==> config.mk <==
export PLATFORM = sky130hd
export DESIGN_NAME = serial_word_shifter_flat
export DESIGN_NICKNAME = d
export VERILOG_FILES = /design/src/rtl/serial_word_shifter_pkg.sv /design/src/rtl/serial_word_shifter_if.sv /design/src/rtl/serial_word_shifter_bit_counter.sv /design/src/rtl/serial_word_shifter.sv /design/src/flat_wrapper.sv
export SDC_FILE = /design/constraint.sdc
export NUM_CORES = 1
export LEC_CHECK = 0
export CAP_MARGIN = 20
export CELL_PAD_IN_SITES_DETAIL_PLACEMENT = 1
export CELL_PAD_IN_SITES_GLOBAL_PLACEMENT = 1
export CORE_MARGIN = 3
export CORE_UTILIZATION = 37
export CTS_BUF_LIST = sky130_fd_sc_hd__clkbuf_16
export CTS_CLUSTER_SIZE = 25
export DETAILED_ROUTE_END_ITERATION = 7
export GPL_TIMING_DRIVEN = 0
export PLACE_DENSITY_LB_ADDON = 0.05
export SYNTH_ARGS = -nofsm -noshare
export SYNTH_HDL_FRONTEND = slang
export SYNTH_SLANG_ARGS = --single-unit
==> constraint.sdc <==
create_clock -name clk -period 3 [get_ports clk]
set_clock_uncertainty 0.1 [all_clocks]
set_input_delay 0.3 -clock clk [delete_from_list [all_inputs] [get_ports clk]]
set_output_delay 0.3 -clock clk [all_outputs]
set_load 0.1 [all_outputs]
==> src/rtl/serial_word_shifter_pkg.sv <==
// Shared definitions for the serial stream blocks: FSM state encoding and the idle line level.
package serial_word_shifter_pkg;

   typedef enum logic [0:0] {
      ST_IDLE  = 1'b0,
      ST_SHIFT = 1'b1
   } state_e;

   localparam logic IDLE_LEVEL_DEFAULT = 1'b0;
   localparam int   WIDTH_DEFAULT      = 8;

endpackage

==> src/rtl/serial_word_shifter_if.sv <==
// Word-in / bit-out bundle of the serial word shifter.
// The master is the upstream word source; the slave is the shifter.
interface serial_word_shifter_if #(
   parameter int WIDTH = 8
);

   logic [WIDTH-1:0] in_data;
   logic             in_valid;
   logic             in_ready;
   logic             bit_out;
   logic             bit_valid;
   logic             word_start;
   logic             word_last;
   logic             busy;

   modport master (
      output in_data, in_valid,
      input  in_ready, bit_out, bit_valid, word_start, word_last, busy
   );

   modport slave (
      input  in_data, in_valid,
      output in_ready, bit_out, bit_valid, word_start, word_last, busy
   );

endinterface

==> src/rtl/serial_word_shifter_bit_counter.sv <==
// Bit position counter for the word being shifted; it saturates at WIDTH-1 and
// only returns to 0 through clr.
module serial_bit_counter #(
   parameter int WIDTH = 8
) (
   input  logic                     clk,
   input  logic                     rst_n,
   input  logic                     clr,
   input  logic                     en,
   output logic [$clog2(WIDTH)-1:0] cnt,
   output logic                     at_last
);

   localparam int            CW   = $clog2(WIDTH);
   localparam logic [CW-1:0] LAST = CW'(WIDTH - 1);

   logic [CW-1:0] cnt_q;
   logic [CW-1:0] cnt_d;

   // Next count: clear wins, advance only below the last position
   always_comb begin
      cnt_d = cnt_q;
      if (clr) begin
         cnt_d = {CW{1'b0}};
      end else if (en && (cnt_q != LAST)) begin
         cnt_d = cnt_q + CW'(1'b1);
      end else begin
         cnt_d = cnt_q;
      end
   end

   // Count register with synchronous active-low reset
   always_ff @(posedge clk) begin
      if (!rst_n) begin
         cnt_q <= {CW{1'b0}};
      end else begin
         cnt_q <= cnt_d;
      end
   end

   assign cnt     = cnt_q;
   assign at_last = (cnt_q == LAST);

endmodule

==> src/rtl/serial_word_shifter.sv <==
// Parallel-to-serial stage in front of the serial pattern detectors: takes WIDTH-bit
// words over valid/ready and emits them one bit per clk with no gap between words.
module serial_word_shifter
   import serial_word_shifter_pkg::*;
#(
   parameter int   WIDTH      = WIDTH_DEFAULT,
   parameter bit   MSB_FIRST  = 1'b1,
   parameter logic IDLE_LEVEL = IDLE_LEVEL_DEFAULT
) (
   input logic                  clk,
   input logic                  rst_n,
   serial_word_shifter_if.slave bus
);

   localparam int CW       = $clog2(WIDTH);
   localparam int SEND_IDX = MSB_FIRST ? (WIDTH - 1) : 0;

   state_e           state_q;
   state_e           state_d;
   logic [WIDTH-1:0] shreg_q;
   logic [WIDTH-1:0] shreg_d;
   logic [WIDTH-1:0] shreg_shift_s;
   logic [CW-1:0]    cnt_s;
   logic             at_last_s;
   logic             in_ready_s;
   logic             load_s;
   logic             cnt_clr_s;
   logic             cnt_en_s;
   logic             bit_out_q;
   logic             bit_out_d;
   logic             bit_valid_q;
   logic             bit_valid_d;
   logic             word_start_q;
   logic             word_start_d;
   logic             word_last_q;
   logic             word_last_d;

   serial_bit_counter #(
      .WIDTH (WIDTH)
   ) u_bit_counter (
      .clk     (clk),
      .rst_n   (rst_n),
      .clr     (cnt_clr_s),
      .en      (cnt_en_s),
      .cnt     (cnt_s),
      .at_last (at_last_s)
   );

   // The next word may be taken while the last bit of the current one is on the line.
   assign in_ready_s = (state_q == ST_IDLE) | ((state_q == ST_SHIFT) & at_last_s);
   assign load_s     = bus.in_valid & in_ready_s;

   generate
      if (MSB_FIRST) begin : g_msb_first
         assign shreg_shift_s = {shreg_q[WIDTH-2:0], 1'b0};
      end else begin : g_lsb_first
         assign shreg_shift_s = {1'b0, shreg_q[WIDTH-1:1]};
      end
   endgenerate

   // FSM state register
   always_ff @(posedge clk) begin
      if (!rst_n) begin
         state_q <= ST_IDLE;
      end else begin
         state_q <= state_d;
      end
   end

   // FSM next-state logic
   always_comb begin
      state_d = state_q;
      case (state_q)
         ST_IDLE: begin
            if (load_s) state_d = ST_SHIFT;
            else        state_d = ST_IDLE;
         end
         ST_SHIFT: begin
            if (at_last_s && !bus.in_valid) state_d = ST_IDLE;
            else                            state_d = ST_SHIFT;
         end
         default: state_d = ST_IDLE;
      endcase
   end

   // FSM outputs: counter control, shift register update and next output values
   always_comb begin
      cnt_clr_s = 1'b0;
      cnt_en_s  = 1'b0;
      shreg_d   = shreg_q;
      if (load_s) begin
         cnt_clr_s = 1'b1;
         shreg_d   = bus.in_data;
      end else if ((state_q == ST_SHIFT) && at_last_s) begin
         cnt_clr_s = 1'b1;
         shreg_d   = {WIDTH{1'b0}};
      end else if (state_q == ST_SHIFT) begin
         cnt_en_s = 1'b1;
         shreg_d  = shreg_shift_s;
      end else begin
         shreg_d = shreg_q;
      end

      bit_valid_d = (state_d == ST_SHIFT);
      if (state_d == ST_SHIFT) begin
         bit_out_d = shreg_d[SEND_IDX];
      end else begin
         bit_out_d = IDLE_LEVEL;
      end
      // A load always starts a word; the last bit follows the second-to-last one.
      word_start_d = load_s;
      word_last_d  = (state_q == ST_SHIFT) && (cnt_s == CW'(WIDTH - 2));
   end

   // Shift register and registered outputs
   always_ff @(posedge clk) begin
      if (!rst_n) begin
         shreg_q      <= {WIDTH{1'b0}};
         bit_out_q    <= IDLE_LEVEL;
         bit_valid_q  <= 1'b0;
         word_start_q <= 1'b0;
         word_last_q  <= 1'b0;
      end else begin
         shreg_q      <= shreg_d;
         bit_out_q    <= bit_out_d;
         bit_valid_q  <= bit_valid_d;
         word_start_q <= word_start_d;
         word_last_q  <= word_last_d;
      end
   end

   assign bus.in_ready   = in_ready_s;
   assign bus.bit_out    = bit_out_q;
   assign bus.bit_valid  = bit_valid_q;
   assign bus.word_start = word_start_q;
   assign bus.word_last  = word_last_q;
   assign bus.busy       = bit_valid_q;

endmodule
==> src/flat_wrapper.sv <==
// flat-port wrapper written by rule: the top's interface ports become plain ports
module serial_word_shifter_flat import serial_word_shifter_pkg::*;
#(
   parameter int   WIDTH      = WIDTH_DEFAULT,
   parameter bit   MSB_FIRST  = 1'b1,
   parameter logic IDLE_LEVEL = IDLE_LEVEL_DEFAULT
)
  (clk, rst_n, bus_in_data, bus_in_valid, bus_in_ready, bus_bit_out, bus_bit_valid, bus_word_start, bus_word_last, bus_busy);
  serial_word_shifter_if #(.WIDTH(WIDTH)) bus_i ();
  input logic clk;
  input logic rst_n;
  input wire logic [$bits(bus_i.in_data)-1:0] bus_in_data;
  input wire logic [$bits(bus_i.in_valid)-1:0] bus_in_valid;
  output wire logic [$bits(bus_i.in_ready)-1:0] bus_in_ready;
  output wire logic [$bits(bus_i.bit_out)-1:0] bus_bit_out;
  output wire logic [$bits(bus_i.bit_valid)-1:0] bus_bit_valid;
  output wire logic [$bits(bus_i.word_start)-1:0] bus_word_start;
  output wire logic [$bits(bus_i.word_last)-1:0] bus_word_last;
  output wire logic [$bits(bus_i.busy)-1:0] bus_busy;
  assign bus_i.in_data = bus_in_data;
  assign bus_i.in_valid = bus_in_valid;
  assign bus_in_ready = bus_i.in_ready;
  assign bus_bit_out = bus_i.bit_out;
  assign bus_bit_valid = bus_i.bit_valid;
  assign bus_word_start = bus_i.word_start;
  assign bus_word_last = bus_i.word_last;
  assign bus_busy = bus_i.busy;
  serial_word_shifter #(.WIDTH(WIDTH), .MSB_FIRST(MSB_FIRST), .IDLE_LEVEL(IDLE_LEVEL)) u_core (.clk(clk), .rst_n(rst_n), .bus(bus_i));
endmodule
Word-level counts from Yosys, hierarchy flattened
Cells that the tools add are included.
{"block": "word_totals", "wordCells": 35, "reg_bits": 15, "out_inout_bits": 6, "inputBits": 11}
{"block": "op_classes", "bitwise": 5, "reduce_logical": 8, "eq_ne": 3, "muxes": 11, "addsub": 1}
{"cell": "$mux 8", "count": 3}
{"cell": "$mux 1", "count": 7}
{"cell": "$eq 3x3->1 const B", "count": 2}
{"cell": "$logic_and 1x1->1", "count": 4}
{"cell": "$add 3x1->3 const B", "count": 1}
{"cell": "$ne 3x3->1 const B", "count": 1}
{"cell": "$reduce_bool 3->1", "count": 1}
{"cell": "$and 1x1->1", "count": 2}
{"cell": "$not 1->1", "count": 2}
{"cell": "$pmux 1 s2", "count": 1}
{"cell": "$reduce_and 2->1", "count": 1}
{"cell": "$reduce_or 2->1", "count": 1}
{"cell": "$logic_not 1->1", "count": 1}
{"cell": "$or 1x1->1", "count": 1}

Logic depth before layout (Yosys ltp)
Gate-level depths: netlist of run 1.
{"block": "depth", "ltp_word": 7, "mapped_depth": 7, "mapped_depth_nobuf": 6}

Cells and area by module
From an unflattened synthesis of run 1, not the netlist that was laid out.
{"block": "hier_totals", "hier_cells": 80, "area_unflattened_um2": 755.7}
{"mod": "serial_word_shifter", "cells_each": 67, "area_per_inst_um2": 610.6, "seq_area_each_um2": 240.2, "n_inst": 1}
{"mod": "serial_bit_counter", "cells_each": 13, "area_per_inst_um2": 145.1, "seq_area_each_um2": 60.1, "n_inst": 1}

Worst setup path after synthesis of run 1
Ideal clock, no wire load.
{"block": "synth_path", "path_type": "register to register", "startpoint": "register, netlist name u_core.bus.bit_valid", "endpoint": "register u_core.shreg_q[4]", "required_ps": 2785, "synth_period_minus_slack_ps": 2181, "path_stages_with_launch": 6, "slack_ps": 819, "n_path_buf": 1, "setup_time_ps": 115, "arrival_ps": 1966, "cell_sequence": "dfxtp_1 -> and2b_1 -> buf_6 -> inv_4 -> a32o_1 -> o21a_1"}
{"element": "end signal: assignment", "line": "serial_word_shifter.sv:118", "rtl": "shreg_q <= {WIDTH{1'b0}};"}
{"element": "end signal: assignment", "line": "serial_word_shifter.sv:124", "rtl": "shreg_q <= shreg_d;"}
{"element": "end: declaration", "line": "serial_word_shifter.sv:20", "rtl": "logic [WIDTH-1:0] shreg_q;"}

Worst setup path after layout of run 1
{"block": "layout_path", "startpoint": "register u_core.u_bit_counter.cnt_q[0] (netlist: u_core.u_bit_counter.cnt[0])", "endpoint": "output port bus_in_ready"}
{"block": "layout_between", "elab_chain_cells": 3}
{"element": "start: declaration", "line": "serial_word_shifter_bit_counter.sv:17", "rtl": "logic [CW-1:0] cnt_q;"}
{"element": "start signal: assignment", "line": "serial_word_shifter_bit_counter.sv:35", "rtl": "cnt_q <= {CW{1'b0}};"}
{"element": "start signal: assignment", "line": "serial_word_shifter_bit_counter.sv:37", "rtl": "cnt_q <= cnt_d;"}
{"element": "$eq 3x3->1", "line": "serial_word_shifter_bit_counter.sv:42", "rtl": "assign at_last = (cnt_q == LAST);"}
{"element": "$and 1x1->1", "line": "serial_word_shifter.sv:50", "rtl": "assign in_ready_s = (state_q == ST_IDLE) | ((state_q == ST_SHIFT) & at_last_s);"}
{"element": "$or 1x1->1", "line": "serial_word_shifter.sv:50"}
{"element": "end: declaration", "line": "flat_wrapper.sv:14", "rtl": "output wire logic [$bits(bus_i.in_ready)-1:0] bus_in_ready;"}
Every way passes these cells.

==> flow_summary.json, run 1 <==
{
  "routed_wl_um": 1690,
  "cpMostUsedCell": "ha_1",
  "cp_data_required_time_ns": 2.60,
  "grt_pass1_wl_um": 2890,
  "min_to": "u_core.bus.word_start$_SDFF_PN0_",
  "via_per_inst": 5.25,
  "path_buf_inv": 3,
  "hold_viol": 0,
  "slowest_stage": "dlymetal6s2s_1",
  "vias": 614,
  "drc": 0,
  "ys_seq_area_frac": 0.436,
  "grt_pass1_vias": 627,
  "cp_slowest_stage_delay_ns": 0.75,
  "gp_congestion": 0.747,
  "min-delay-start": "bus_in_valid",
  "status": "complete, no violations",
  "synth_cell_types": 27,
  "fill_cells": 194,
  "globalRoute.totalOverflow": 0,
  "clock_latency_ns": 0.24,
  "grt_start_max_net_pins": 11,
  "first_iter_violations": 5,
  "path_class": "flop to output port",
  "grt_antenna_before_repair": 0,
  "synth_top_area_share": 0.436,
  "ys_warn_count": 0,
  "cap_violations": 0,
  "core.rowCount": 14,
  "cts_made_buffers": 3,
  "setup_viol": 0,
  "synth-async-reset-ratio": 0,
  "critPathTopFamily": "buffers and inverters",
  "clkSinkCount": 15,
  "cts_tree": "done",
  "ant_nets": 0,
  "synth.area.top_cells": "dfxtp_1, nor3_1, ha_1, o21ai_1, a21oi_1",
  "rr_endpoint": "u_core.shreg_q[4]$_SDFFE_PN0P_",
  "rsz0062_at_grt": "false",
  "final_layout_size_suffix_gt1_frac": 0.108,
  "synthTopCellsByCount": "dfxtp_1, nor3_1, o21ai_1, a21oi_1, ha_1",
  "coreArea_um2": 1630,
  "drt-wirelength-per-cell_um": 14.4,
  "hold_buffers": 0,
  "dieArea_um2": 2410,
  "die_w_um": 49.1,
  "ctsHtreeMaxLevel": 1,
  "combPwrFrac": 0.180,
  "worstMarginPinSlew_ns": 0.967,
  "synth_most_common_cell": "dfxtp_1",
  "p_leak_uw": 0.000381,
  "ys.flop_type": "dfxtp_1",
  "io_buffers": 15,
  "hold_class": "input pin to flop",
  "nets": 109,
  "final_cell_area_um2": 950,
  "clkPwrFrac": 0.437,
  "p_per_area_nw_per_um2": 610,
  "setup_tns_ns": 0,
  "worstRegToRegCells": 7,
  "arrival_ns": 2.19,
  "pin_count": 17,
  "fin_crit_sh": 0.864,
  "clk_path_buf_depth": 2,
  "clock.fmax_mhz": 386,
  "start_util": 0.422,
  "synth_area_um2": 688,
  "peakVddDrop_v": 0.000428,
  "track_usage": 0.157,
  "postSynthAreaPerCell_um2": 9.30,
  "switchingPower_uw": 150,
  "swShare": 0.258,
  "whs_path_depth": 2,
  "pwr-share-seq": 0.383,
  "start_kind": "flop",
  "slew_viol_final": 0,
  "synth_area_leader_cell": "dfxtp_1",
  "dieHeight_um": 49.1,
  "clk_pin_slew_ns": 0.05,
  "period_needed_ns": 2.59,
  "area.growth.synth_to_final_pct": 38.0,
  "endpoint_kind": "output port",
  "relSlewSlack": 0.354,
  "crit_chain": "ha_1 -> ha_1 -> and2b_1 -> buf_6 -> inv_4 -> dlymetal6s2s_1",
  "cts-root-buf": "clkbuf_16",
  "r2r_slack_ns": 1.16,
  "dpl_cell_area_um2": 868,
  "dr.pass1.iters": 4,
  "intPower_uw": 429,
  "r2r_start": "u_core.u_bit_counter.cnt[0]$_SDFFE_PP0P_",
  "antenna_cells": 0,
  "mappedNetlistNets": 89,
  "synth_cells": 74,
  "worstPathMaxFanout": 8,
  "synth_edf_count": 0,
  "hpwl_um": 1230,
  "ys_ff_latch": 15
}
power groups by stage:
| stage | logic, µW | clock network, µW | registers [µW] |
|---|---|---|---|
| after floorplan | 55.9 | 0 | 242 |
| after global placement | 103 | 0 | 225 |
| after detailed placement | 105 | 0 | 225 |
| after CTS | 105 | 261 | 222 |
| after global routing | 111 | 271 | 223 |
| final | 104 | 253 | 221 |
flip-flops by register name, summed over array words and instances (netlist names):
signal / flops
u_core.bus.word_last: 1
u_core.u_bit_counter.cnt: 3
u_core.bus.word_start: 1
u_core.bus.bit_out: 1
u_core.shreg_q: 8
u_core.bus.bit_valid: 1
through the flow:
step           std cells  total power, µW  worst slack [ns]  hold slack, ns  utilization
2_1_floorplan         74              298             0.819           0.332            -
3_3_place_gp         113              328             0.311           0.402        0.533
3_5_place_dp         113              330             0.299           0.415        0.533
4_1_cts              117              587            0.0138           0.305        0.581
5_1_grt              117              605             0.304           0.316        0.583
6_report             117              579             0.408           0.306        0.583
worst max-delay path by stage:
stage / start / endpoint / slack [ns] / depth (start not counted)
after floorplan: u_core.bus.bit_valid$_SDFF_PN0_ / u_core.shreg_q[4]$_SDFFE_PN0P_ / 0.82 / 5
after global placement: u_core.u_bit_counter.cnt[0]$_SDFFE_PP0P_ / bus_in_ready / 0.31 / 6
after detailed placement: u_core.u_bit_counter.cnt[0]$_SDFFE_PP0P_ / bus_in_ready / 0.30 / 6
after CTS: u_core.u_bit_counter.cnt[0]$_SDFFE_PP0P_ / bus_in_ready / 0.01 / 6
after global routing: u_core.u_bit_counter.cnt[0]$_SDFFE_PP0P_ / bus_in_ready / 0.30 / 6
final: u_core.u_bit_counter.cnt[0]$_SDFFE_PP0P_ / bus_in_ready / 0.41 / 6
placed cells by master (no fill, tap or decap), types with 2 or more instances in the layout:
| cell | netlist | routed |
|---|---|---|
| a21oi_1 | 6 | 6 |
| clkbuf_16 | 0 | 3 |
| clkdlybuf4s50_1 | 0 | 14 |
| dfxtp_1 | 15 | 15 |
| ha_1 | 4 | 4 |
| inv_1 | 3 | 4 |
| nor2_1 | 3 | 3 |
| nor2b_1 | 3 | 3 |
| nor3_1 | 11 | 11 |
| nor3b_1 | 3 | 3 |
| o21a_1 | 2 | 2 |
| o21ai_1 | 7 | 7 |
cell type report:
type | instances | area (µm²) | share of cell area
Buffer | 4 | 27.5 | 0.0290
Clock buffer | 3 | 75.1 | 0.0791
Clock inverter | 1 | 3.75 | 0.00395
Inverter | 4 | 17.5 | 0.0184
Multi-Input combinational cell | 51 | 343 | 0.361
Sequential cell | 15 | 300 | 0.316
Tap cell | 24 | 30.0 | 0.0316
Timing Repair Buffer | 15 | 153 | 0.161
repair_timing:
action,4_1_cts,5_1_grt
endpoints found under the hold margin,0,0
buffers inserted,0,0
endpoints found under the setup margin,0,1
gates resized for setup,0,1
cells by family (layout without fill, tap and decap cells):
family / after synthesis / count (layout) / synth area share
xor+xnor: 1 / 1 / 0.0127
flops: 15 / 15 / 0.436
buf+inv: 8 / 27 / 0.0654
fa+ha+maj: 4 / 4 / 0.0727
compound gates: 20 / 20 / 0.191
simple gates: 26 / 26 / 0.222
metal layers:
| metal | up-vias | global-route usage | wire length (µm) |
|---|---|---|---|
| met5 | - | 0 | 0 |
| met3 | 5 | 0.0673 | 100 |
| li1 | 300 | - | - |
| met1 | 296 | 0.199 | 804 |
| met2 | 13 | 0.221 | 742 |
| met4 | 0 | 0.0853 | 39 |
(Power assumes the default switching activity.)
==> inputs of run 2 (changes only) <==
--- a/config.mk
+++ b/config.mk
@@ -5,6 +5,7 @@
 export SDC_FILE = /design/constraint.sdc
 export NUM_CORES = 1
 export LEC_CHECK = 0
+export ABC_AREA = 1
 export CAP_MARGIN = 20
 export CELL_PAD_IN_SITES_DETAIL_PLACEMENT = 1
 export CELL_PAD_IN_SITES_GLOBAL_PLACEMENT = 1
@@ -14,7 +15,8 @@
 export CTS_CLUSTER_SIZE = 25
 export DETAILED_ROUTE_END_ITERATION = 7
 export GPL_TIMING_DRIVEN = 0
-export PLACE_DENSITY_LB_ADDON = 0.05
+export PLACE_DENSITY_LB_ADDON = 0.1
+export SKIP_LAST_GASP = 1
 export SYNTH_ARGS = -nofsm -noshare
 export SYNTH_HDL_FRONTEND = slang
 export SYNTH_SLANG_ARGS = --single-unit
==> flow_summary.json, run 2 <==
{
  "status": "complete, no violations",
  "r2r_start": "u_core.u_bit_counter.cnt[0]$_SDFFE_PP0P_",
  "synth_edf_count": 0,
  "hold_buffers": 0,
  "clock.fmax_mhz": 365,
  "cts_tree": "done",
  "min-delay-start": "bus_in_valid",
  "peakVddDrop_v": 0.000386,
  "hpwl_um": 1400,
  "area.growth.synth_to_final_pct": 33.7,
  "ys_seq_area_frac": 0.383,
  "start_kind": "flop",
  "dieArea_um2": 2710,
  "coreArea_um2": 1980,
  "cts-root-buf": "clkbuf_16",
  "drc": 0,
  "synth.area.top_cells": "dfxtp_1, nand2_1, nor2_1, nand3_1, ha_1",
  "first_iter_violations": 3,
  "grtUsageMet1": 0.190,
  "ctsResizeCount": 0,
  "dieHeight_um": 52.0,
  "setup_viol": 0,
  "ctsHtreeMaxLevel": 1,
  "layout_common_cells": "nand2_1, nor2_1, clkdlybuf4s50_1, dfxtp_1, nand3_1",
  "antenna_cells": 0,
  "grt_busiest_layer": "met2",
  "p_leak_uw": 0.000470,
  "mostFrequentLayoutCell": "nand2_1",
  "nets": 141,
  "final_layout_size_suffix_gt1_frac": 0.144,
  "routed_wl_um": 1950,
  "cts_made_buffers": 3,
  "grt_start_max_net_pins": 11,
  "pwr-share-seq": 0.366,
  "worstPathMaxFanout": 9,
  "hold_viol": 0,
  "ys.flop_type": "dfxtp_1",
  "grt_use_met2": 0.291,
  "clkSinkCount": 15,
  "grtUsageMet3": 0.0315,
  "rsz0062_at_grt": "false",
  "worstMarginPinSlew_ns": 0.969,
  "endpoint_kind": "output port",
  "vias": 726,
  "clock_latency_ns": 0.25,
  "placed_cells": 148,
  "globalRoute.totalOverflow": 0,
  "grt_antenna_before_repair": 0,
  "regMostFlops": "u_core.shreg_q",
  "ant_nets": 0,
  "switchingPower_uw": 163,
  "synth_cell_types": 20,
  "arrival_ns": 2.34,
  "pin_count": 17,
  "synth_top_area_share": 0.383,
  "synth_cells": 106,
  "swShare": 0.274,
  "ys_ff_latch": 15,
  "instances_no_fill": 152,
  "die_w_um": 52.0,
  "largest_register_ff_count": 8,
  "dr.pass1.iters": 4,
  "synthTopCellsByCount": "nand2_1, nor2_1, dfxtp_1, nand3_1, inv_1",
  "postSynthAreaPerCell_um2": 7.40,
  "gp_congestion": 0.727,
  "grt_pass1_wl_um": 3350,
  "grt_pass1_vias": 812,
  "synth_area_um2": 785,
  "p_per_area_nw_per_um2": 565,
  "synth_area_leader_cell": "dfxtp_1",
  "intPower_uw": 430,
  "start_util": 0.396,
  "core.rowCount": 16,
  "io_buffers": 15,
  "via_per_inst": 4.78,
  "relSlewSlack": 0.352,
  "clkPwrFrac": 0.437,
  "worstRegToRegCells": 7,
  "slew_viol_final": 0,
  "whs_path_depth": 4,
  "fin_crit_sh": 0.912,
  "cap_violations": 0,
  "ys_warn_count": 0,
  "startpoint": "u_core.u_bit_counter.cnt[1]$_SDFFE_PP0P_",
  "clk_pin_slew_ns": 0.05,
  "synth-async-reset-ratio": 0,
  "path_class": "flop to output port",
  "mappedNetlistNets": 121,
  "track_usage": 0.171,
  "combPwrFrac": 0.197,
  "cts_setup_buffers": 0,
  "setup_tns_ns": 0,
  "period_needed_ns": 2.74,
  "clk_path_buf_depth": 2,
  "synth_most_common_cell": "nand2_1",
  "hold_class": "input pin to flop",
  "drt-wirelength-per-cell_um": 12.8,
  "cp_data_required_time_ns": 2.60
}
run 2: stage by stage:
step / util / power (µW) / area [µm²] / hold slack [ns] / setup slack [ns]
6_report: 0.529 / 593 / 1050 / 0.281 / 0.263
3_5_place_dp: 0.489 / 339 / 968 / 0.359 / 0.543
5_1_grt: 0.529 / 620 / 1050 / 0.304 / 0.173
2_1_floorplan: - / 304 / 785 / 0.341 / 1.02
3_3_place_gp: 0.489 / 336 / 968 / 0.356 / 0.603
4_1_cts: 0.529 / 602 / 1050 / 0.285 / 0.247
run 2: cell type report:
cell class | instances | area, µm²
Fill cell | 239 | 933
Multi-Input combinational cell | 75 | 392
Sequential cell | 15 | 300
Timing Repair Buffer | 15 | 150
Clock buffer | 3 | 75.1
Buffer | 5 | 46.3
Inverter | 11 | 46.3
Tap cell | 27 | 33.8
Clock inverter | 1 | 5.00
run 2: final timing paths:
check | slack (ns) | endpoint
max | 0.26 | bus_in_ready
min | 0.28 | u_core.shreg_q[0]$_SDFFE_PN0P_
max reg2reg | 1.46 | u_core.u_bit_counter.cnt[2]$_SDFFE_PP0P_
min reg2reg | 0.36 | u_core.shreg_q[0]$_SDFFE_PN0P_
run 2: power groups by stage:
stage          combinational, µW  clock [µW]  sequential, µW
2_1_floorplan               66.1           0             238
6_report                     117         259             217
5_1_grt                      128         274             218
4_1_cts                      119         266             217
3_3_place_gp                 115           0             220
3_5_place_dp                 118           0             221
run 2: routing by layer:
layer / routed length (µm) / share of wire / up-vias
met1: 821 / 0.42 / 336
li1: - / - / 369
met5: 0 / 0 / -
met2: 1010 / 0.52 / 17
met4: 35 / 0.018 / 0
met3: 83 / 0.043 / 4
run 2: worst max-delay path, cell delays in order (launching register included):
cell             delay (ns)
dfxtp_1                0.35
ha_1                   0.20
ha_1                   0.18
inv_2                  0.08
nand2_4                0.12
clkdlybuf4s50_1        1.15
run 2: cell families (layout without fill, tap and decap cells):
group                    count (synthesis)  in the layout  share of synthesized area
AO/OA/AOI/OAI                           11             11                     0.0845
buffers and inverters                   16             35                      0.118
flip-flops                              15             15                      0.383
adder cells (fa/ha/maj)                  4              4                     0.0638
AND/OR/NAND/NOR                         60             60                      0.351
==> inputs of run 3 (changes only) <==
==> constraint.sdc (replaced) <==
create_clock -name clk -period 3.2 [get_ports clk]
set_clock_uncertainty 0.1 [all_clocks]
set_input_delay 0.32 -clock clk [delete_from_list [all_inputs] [get_ports clk]]
set_output_delay 0.32 -clock clk [all_outputs]
set_load 0.1 [all_outputs]
==> results of run 3 <==
Same layout as run 2 (identical final DEF). Status: complete, no violations.
Main changes from that run: setup slack after placement 0.543 ns -> 0.723 ns; setup slack after layout 0.263 ns -> 0.443 ns; hold slack 0.281 ns -> 0.301 ns; register-to-register setup slack 1.46 ns -> 1.66 ns; total power 593 µW -> 556 µW; worst IR drop on VDD 0.000386 V -> 0.000362 V
